`config.mk`:
```
export PLATFORM = sky130hd
export DESIGN_NAME = seg7_scan_capture
export DESIGN_NICKNAME = d
export VERILOG_FILES = /design/src/rtl/seg7_scan_capture.sv
export SDC_FILE = /design/constraint.sdc
export NUM_CORES = 1
export LEC_CHECK = 0
export ABC_AREA = 1
export CAP_MARGIN = 20
export CELL_PAD_IN_SITES_DETAIL_PLACEMENT = 0
export CELL_PAD_IN_SITES_GLOBAL_PLACEMENT = 1
export CORE_UTILIZATION = 47
export DETAILED_ROUTE_END_ITERATION = 6
export PLACE_DENSITY = 0.82
export SLEW_MARGIN = 20
export SYNTH_ARGS = -nofsm -noshare
export SYNTH_HDL_FRONTEND = slang
export SYNTH_SLANG_ARGS = --single-unit
```
`constraint.sdc`:
```
create_clock -name clk -period 3.65 [get_ports clk]
set_input_delay 0.73 -clock clk [delete_from_list [all_inputs] [get_ports clk]]
set_output_delay 0.73 -clock clk [all_outputs]
set_load 0.05 [all_outputs]
```
`src/rtl/seg7_scan_capture.sv`:
```
// ============================================================================
//  Module      : seg7_scan_capture
//  Description : Recovers an 8-digit hex frame from a multiplexed, active-low
//                7-segment display bus by debouncing each (an, seg) pair.
//  Revision    : 1.0 - initial release
// ============================================================================
`default_nettype none

module seg7_scan_capture #(
    parameter int STABLE = 4
) (
    input  logic        clk,
    input  logic        rst_n,
    input  logic        en,
    input  logic [6:0]  seg,
    input  logic [7:0]  an,
    output logic [31:0] value,
    output logic [7:0]  blank,
    output logic        err,
    output logic        valid,
    output logic        busy
);

    localparam logic [1:0] S_IDLE    = 2'd0;
    localparam logic [1:0] S_SYNC    = 2'd1;
    localparam logic [1:0] S_COLLECT = 2'd2;
    localparam logic [1:0] S_DONE    = 2'd3;

    localparam logic [7:0] c_stable    = 8'(STABLE);
    localparam logic [7:0] c_accept_at = 8'(STABLE - 2);

    // Decoded digit: {unrecognised, blank, nibble}
    function automatic logic [5:0] decode(input logic [6:0] s);
        logic [5:0] d;
        case (s)
            7'h40:   d = 6'h00;
            7'h79:   d = 6'h01;
            7'h24:   d = 6'h02;
            7'h30:   d = 6'h03;
            7'h19:   d = 6'h04;
            7'h12:   d = 6'h05;
            7'h02:   d = 6'h06;
            7'h78:   d = 6'h07;
            7'h00:   d = 6'h08;
            7'h10:   d = 6'h09;
            7'h08:   d = 6'h0A;
            7'h03:   d = 6'h0B;
            7'h46:   d = 6'h0C;
            7'h21:   d = 6'h0D;
            7'h06:   d = 6'h0E;
            7'h0E:   d = 6'h0F;
            7'h7F:   d = 6'b01_0000;
            default: d = 6'b10_0000;
        endcase
        return d;
    endfunction

    logic [1:0]  r_state;
    logic [7:0]  r_prev_an;
    logic [6:0]  r_prev_seg;
    logic [7:0]  r_cnt;
    logic [7:0]  r_mask;
    logic [31:0] r_sh_value;
    logic [7:0]  r_sh_blank;
    logic [7:0]  r_sh_err;
    logic [31:0] r_value;
    logic [7:0]  r_blank;
    logic        r_err;
    logic        r_valid;

    logic [7:0]  w_sel;
    logic        w_an_ok;
    logic [2:0]  w_digit;
    logic        w_changed;
    logic        w_accept;
    logic [5:0]  w_dec;
    logic [3:0]  w_nib;
    logic        w_blank;
    logic        w_bad;
    logic [7:0]  w_digit_bit;
    logic [7:0]  w_mask_next;

    always_comb begin
        w_sel   = ~an;
        w_an_ok = (w_sel != 8'h00) && ((w_sel & (w_sel - 8'd1)) == 8'h00);
        w_digit = 3'd0;
        for (int i = 0; i < 8; i++) begin
            if (w_sel[i]) begin
                w_digit = 3'(i);
            end
        end
        w_changed   = (an != r_prev_an) || (seg != r_prev_seg);
        // STABLE equal samples: counter was cleared on the first one
        w_accept    = w_an_ok && !w_changed && (r_cnt == c_accept_at);
        w_dec       = decode(seg);
        w_nib       = w_dec[3:0];
        w_blank     = w_dec[4];
        w_bad       = w_dec[5];
        w_digit_bit = 8'h01 << w_digit;
        w_mask_next = r_mask | w_digit_bit;
    end

    always_ff @(posedge clk or negedge rst_n) begin
        if (!rst_n) begin
            r_prev_an  <= 8'hFF;
            r_prev_seg <= 7'h7F;
            r_cnt      <= 8'd0;
        end else begin
            r_prev_an  <= an;
            r_prev_seg <= seg;
            if (w_changed || !w_an_ok) begin
                r_cnt <= 8'd0;
            end else if (r_cnt != c_stable) begin
                r_cnt <= r_cnt + 8'd1;
            end
        end
    end

    always_ff @(posedge clk or negedge rst_n) begin
        if (!rst_n) begin
            r_state    <= S_IDLE;
            r_mask     <= 8'h00;
            r_sh_value <= 32'h0;
            r_sh_blank <= 8'h00;
            r_sh_err   <= 8'h00;
            r_value    <= 32'h0;
            r_blank    <= 8'h00;
            r_err      <= 1'b0;
            r_valid    <= 1'b0;
        end else begin
            r_valid <= 1'b0;
            case (r_state)
                S_IDLE: begin
                    if (en) begin
                        r_state <= S_SYNC;
                    end
                end
                S_SYNC: begin
                    if (!en) begin
                        r_state <= S_IDLE;
                    end else if (w_accept && (w_digit == 3'd0)) begin
                        r_sh_value <= {28'h0, w_nib};
                        r_sh_blank <= {7'h00, w_blank};
                        r_sh_err   <= {7'h00, w_bad};
                        r_mask     <= 8'h01;
                        r_state    <= S_COLLECT;
                    end
                end
                S_COLLECT: begin
                    if (!en) begin
                        r_state <= S_IDLE;
                    end else if (w_accept) begin
                        // Per-digit error bits so a re-accepted digit replaces its contribution
                        r_sh_value[w_digit*4 +: 4] <= w_nib;
                        r_sh_blank[w_digit]        <= w_blank;
                        r_sh_err[w_digit]          <= w_bad;
                        r_mask                     <= w_mask_next;
                        if (w_mask_next == 8'hFF) begin
                            r_state <= S_DONE;
                        end
                    end
                end
                S_DONE: begin
                    r_value <= r_sh_value;
                    r_blank <= r_sh_blank;
                    r_err   <= |r_sh_err;
                    r_valid <= 1'b1;
                    r_state <= en ? S_SYNC : S_IDLE;
                end
                default: begin
                    r_state <= S_IDLE;
                end
            endcase
        end
    end

    assign value = r_value;
    assign blank = r_blank;
    assign err   = r_err;
    assign valid = r_valid;
    assign busy  = (r_state == S_SYNC) || (r_state == S_COLLECT);

endmodule

`default_nettype wire

```
# After elaboration in Yosys (flattened, before gate mapping)
# Index checks and enable logic that the tools add are counted.
[classes] add_sub_neg=3 multipliers=0 div_mod_pow=0 magnitude_cmp=2 n_eq_ne=32 n_shift=3 mux=44 n_bitwise=3 reduce_logical=20
[op_table] op="32-bit two-way mux" count=4
[op_table] op="8-bit two-way mux" count=14
[op_table] op="6-bit case mux with 17 select lines" count=1
[op_table] op="32-bit case mux with 2 select lines" count=1
[op_table] op="8-bit case mux with 2 select lines" count=3
[op_table] op="7-bit equality test (second input constant)" count=5
[op_table] op="5-bit negation with 34-bit output" count=1
[op_table] op="4-bit by 34-bit variable shift with 32-bit output (first input constant)" count=1
[op_table] op="4-bit by 34-bit indexed part select with 32-bit output" count=1
[op_table] op="32-bit bitwise mux" count=1
[op_table] op="7-bit by 5-bit equality test with 1-bit output (second input constant)" count=3
[op_table] op="7-bit by 6-bit equality test with 1-bit output (second input constant)" count=3
[op_table] op="8-bit bitwise mux" count=2
[op_table] op="2-bit two-way mux" count=8
[op_table] op="7-bit by 2-bit equality test with 1-bit output (second input constant)" count=2
[op_table] op="7-bit by 4-bit equality test with 1-bit output (second input constant)" count=2
[op_table] op="3-bit two-way mux" count=4
[op_table] op="2-bit inequality test (second input constant)" count=5
[op_table] op="3-bit inequality test (second input constant)" count=3
[op_table] op="8-bit by 1-bit adder with 8-bit output (second input constant)" count=1
[op_table] op="8-bit AND" count=1
[op_table] op="8-bit by 2-bit equality test with 1-bit output (second input constant)" count=1
[op_table] op="8-bit equality test (second input constant)" count=1
[op_table] op="8-bit zero test" count=1
[op_table] op="other kinds (26)" count=38
[word_totals] ff_bits=123 latch_bits=0 ramBits=0 rom_bits=0 inputBits=18 out_inout_bits=43 elab_cells=119 memories=0

# Logic depth before layout (Yosys ltp)
[logic_depth] ltp_word=16 depth_mapped=18 ltp_nobuf=18

# Least setup slack after synthesis
# No wires, ideal clock.
[synth_timing] kind="input -> register" start="input port an[4]" end="register r_state[1]" setup_ps=117 arrival_ps=2577 required_ps=3533 setup_slack_ps=956 cell_stages=17 path_buffers=1 path_cell_list="buf_2 nand2_1 nand2_1 nand2_1 nand2_1 inv_2 ha_1 ha_1 clkinv_1 nand2_1 nand4_1 o21ai_0 nand2_1 nor2_1 nand2_1 nand2_1 nand2_1"
[synth_between] elab_chain_cells=10 word_cells_on_any_way=24 cone_classes="add/sub: 1; eq/ne: 5; shift: 1; mux: 4; bitwise: 3; reduce/logical: 10"
[synth_rtl] element="start, declared" line="16" rtl="input logic [7:0] an,"
[synth_rtl] element="8-bit inverter" line="84" rtl="w_sel = ~an;"
[synth_rtl] element="8-bit by 1-bit subtractor with 8-bit output / 3-bit two-way mux (equally long branches)" line="85, 88"
[synth_rtl] element="8-bit AND / 3-bit two-way mux (equally long branches)" line="85, 88"
[synth_rtl] element="8-bit zero test / 3-bit two-way mux (equally long branches)" line="85, 88"
[synth_rtl] element="1-bit logical AND / 3-bit two-way mux (equally long branches)" line="85, 88"
[synth_rtl] element="1-bit logical AND / 1-bit by 3-bit << shifter with 8-bit output (equally long branches)" line="94, 99"
[synth_rtl] element="1-bit logical AND / 8-bit OR (equally long branches)" line="94, 100"
[synth_rtl] element="1-bit logical AND / 8-bit equality test (equally long branches)" line="141, 158"
[synth_rtl] element="3-bit inequality test (no source line)"
[synth_rtl] element="4-bit AND reduction (no source line) (*)"
[synth_rtl] element="end signal, assigned" line="168" rtl="r_state <= en ? S_SYNC : S_IDLE;"
[synth_rtl] element="end, declared" line="58" rtl="logic [1:0] r_state;"
# Mark *: on every way between the ends. The rest lies on a longest branch, timed or not.
# A chain may end at the register's enable or synchronous reset.

# Worst setup path after layout
[layout_timing] start="input port an[2]" end="register r_state[0]"
[layout_between] elab_chain_cells=12 word_cells_on_any_way=26 cone_classes="add/sub: 1; eq/ne: 5; shift: 1; mux: 6; bitwise: 3; reduce/logical: 10"
[layout_rtl] element="8-bit inverter" line="84"
[layout_rtl] element="2-bit two-way mux (2 in a row)" line="88" rtl="if (w_sel[i]) begin"
[layout_rtl] element="3-bit two-way mux (4 in a row)" line="88"
[layout_rtl] element="1-bit by 3-bit << shifter with 8-bit output" line="99" rtl="w_digit_bit = 8'h01 << w_digit;"
[layout_rtl] element="8-bit OR" line="100" rtl="w_mask_next = r_mask | w_digit_bit;"
[layout_rtl] element="8-bit equality test" line="158" rtl="if (w_mask_next == 8'hFF) begin"
[layout_rtl] element="3-bit inequality test (no source line)"
[layout_rtl] element="4-bit AND reduction (no source line) (*)"
# Marked as above.

==> flow_summary_export.csv <==
group,metric,value,unit
status,status,"finished clean",
final_layout,mostFrequentLayoutCell,"nand2_1",
floorplan,row_count,42,
cts,cts_root_buf,"clkbuf_16",
global_routing,grt_pass1_wl,25500,um
global_routing,grt_pass1_vias,5115,
final_layout,finalNonFillerCells,1004,
routing,postRouteAntennaNets,0,
synthesis,synth_cells,747,
cts,cts.repair.resized,0,
routing,drc,0,
final_layout,mostFrequentLayoutCells,"nand2_1, dfrtp_1, nor2_1",
sta,fin_worst_skew,8.60,ps
worst_setup_path,critPathLaunch,"an[2]",
cts,hold_buffers,0,
floorplan,num_io_pins,61,
worst_setup_path,endpoint,"r_state[0]",
final_layout,fin_nets,847,
worst_setup_path,r2r_end,"r_mask[5]",
global_routing,grt_max_degree,75,
sta,slew_violations,0,
worst_setup_path,reg2reg_from,"r_prev_seg[2]",
final_layout,stdcell_area,7820,sq um
power_and_ir_drop,ir_worst_vdd,0.000467,V
final_layout,syn_to_final_growth,23.4,%
sta,final.setup.tns,0,ps
routing,routed_wirelength,14700,um
sta,whs,471,ps
sta,timing.final.setup_violations,0,
routing,viasPerCell,5.30,
sta,post-route-period-util,82.9,%
hold_path,hold_path.class,"input port to asynchronous set/reset pin",
worst_setup_path,end_kind,"flip-flop",
cts,clkSlewWorstSetupHoldPaths,60,ps
floorplan,core_area,13200,sq um
floorplan,die_area,13900,sq um
worst_setup_path,cp.required,3950,ps
cts,clk_latency,420,ps
run,maxCapViolations,0,
floorplan,start_util,48.0,%
routing,wl_per_cell,14.6,um
synthesis,syn-num-nets,779,
power_and_ir_drop,power.leakage,3.89,nW
synthesis,syn-cell-area,6330,sq um
placement,dpl-instance-area,7180,sq um
sta,worst_pin_slew,991,ps
placement,dpl.hpwl,10700,um
final_layout,diodes,0,
worst_setup_path,cp_max_fo,13,
cts,cts_buffers,17,
synthesis,avgSynthCellArea,8.48,sq um
floorplan,die_width,118,um
floorplan,fp.dieH,118,um
power_and_ir_drop,cellPowerDensity,544,nW/um^2
sta,slew_headroom,33.9,%
worst_setup_path,critPathLaunchType,"input port",
cts,clk_path_buf_depth,2,
sta,rsz0062_at_grt,"no",
power_and_ir_drop,finalPower,4.25,mW
routing,via_count,5322,
sta,max_freq,0.331,GHz
global_routing,grt_overflow,0,
worst_setup_path,rrSetupSlack,1210,ps
final_layout,layout-drive-gt1-share,14.7,%
worst_setup_path,worstSetupPathType,"input port to flip-flop",
synthesis,synth_seq_area_share,48.9,%
synthesis,ys_ff_latch,123,
worst_setup_path,reg2regPathDepth,8,
cts,post_cts_buffers,0,
sta,hold_viol,0,
placement,gp_congestion,0.925,
cts,clock_sinks,123,
cts,htree_levels,4,
routing,drt-initial-drc-count,302,
synthesis,ys_warn_count,0,
worst_setup_path,cp_data_arrival_time,3330,ps
routing,first_pass_iters,5,
global_routing,track_usage,23.0,%
cts,cts_tree,"yes",
global_routing,antenna_found_initial,0,
placement,port_buffers,60,
sta,period_needed,3020,ps
placement,place_inst,972,
synthesis,ys_types,35,
==> kinds of logic (layout without fill, tap and decap cells) <==
kind of cell | Yosys count | after routing | share of synthesized area (%)
AND/OR/NAND/NOR | 420 | 420 | 29.6
flip-flops | 123 | 123 | 48.9
buffers and inverters | 96 | 177 | 6.46
AO/OA/AOI/OAI | 46 | 46 | 4.07
multiplexers | 40 | 40 | 7.11
adder cells (fa/ha/maj) | 14 | 14 | 2.77
XOR/XNOR | 8 | 8 | 1.11
==> metal layers <==
layer  share of wire, %  vias up  global-route usage, %  wire length, um
li1                   -     2621                      -                -
met1                 49     2549                   32.5             7160
met2                 46      135                   35.1             6720
met3                4.2       17                   4.60              613
met4                1.5        0                   8.09              218
met5                  0        -                      0                0
==> cell usage after synthesis <==
cell type | n | area share, %
nand2_1 | 208 | 12
dfrtp_1 | 108 | 43
nor2_1 | 70 | 4.1
inv_1 | 64 | 3.8
nand4_1 | 57 | 5.6
nand3_1 | 51 | 4.0
mux2_2 | 40 | 7.1
o21ai_0 | 25 | 2.0
dfstp_2 | 15 | 6.2
ha_1 | 14 | 2.8
nor3_1 | 14 | 1.1
buf_2 | 12 | 0.95
a21oi_1 | 8 | 0.63
clkbuf_1 | 8 | 0.47
buf_4 | 7 | 0.83
o21bai_1 | 6 | 0.71
nor4_1 | 5 | 0.49
xnor2_1 | 5 | 0.69
nand3_2 | 4 | 0.63
nand2_2 | 3 | 0.30
xor2_1 | 3 | 0.41
a31oi_1 | 2 | 0.20
clkinv_1 | 2 | 0.12
inv_2 | 2 | 0.12
nand3b_1 | 2 | 0.24
o21ai_1 | 2 | 0.16
or2_2 | 2 | 0.20
a21oi_2 | 1 | 0.14
and3_1 | 1 | 0.099
buf_6 | 1 | 0.18
nor2_2 | 1 | 0.099
nor2_4 | 1 | 0.18
nor3b_1 | 1 | 0.12
o21ai_2 | 1 | 0.14
o31ai_1 | 1 | 0.12
==> worst max-delay path, stage by stage <==
cell and delay, ps:
clkdlybuf4s50_1 470, inv_1 80, o21ai_0 140, nand2_1 70, nand2_1 90, nand2_1 100
nand2_1 110, buf_4 200, ha_1 230, inv_1 80, o21bai_1 200, nand4_1 140
o21ai_0 190, nand2_1 70, nor2_1 200, nand2_1 100, nand2_1 60, nand2_1 50
==> state kept, by name, summed over array words and instances (netlist names) <==
signal / cells
r_sh_value: 32
value: 32
blank: 8
r_cnt: 8
r_mask: 8
r_prev_an: 8
r_sh_blank: 8
r_sh_err: 8
r_prev_seg: 7
r_state: 2
err: 1
valid: 1
==> report_power, final <==
part / switching (mW) / total, mW / internal (mW)
Sequential: 0.0539 / 1.51 / 1.45
Combinational: 0.645 / 0.945 / 0.300
Clock: 0.621 / 1.80 / 1.18
==> worst min-delay path by stage <==
stage / end / slack, ps
after global routing: r_sh_blank[5] / 490
final: r_sh_blank[0] / 470
after CTS: r_sh_value[10] / 470
after floorplan: blank[0] / 430
after global placement: r_sh_blank[3] / 450
after detailed placement: r_sh_value[10] / 460
==> metrics by stage <==
step           worst slack, ps  utilization (%)
2_1_floorplan              956                -
3_3_place_gp               265             54.4
3_5_place_dp               225             54.4
4_1_cts                    649             59.3
5_1_grt                    311             59.3
6_report                   626             59.3
==> area by class of cell <==
class	count	area, sq um
fillers	1164	5370
clock inverters	13	190
flip-flops and latches	123	3100
well taps	176	220
inverters	68	255
repair buffers	77	763
clock buffers	19	453
multi-input cells	528	2840
(Power assumes the default switching activity.)
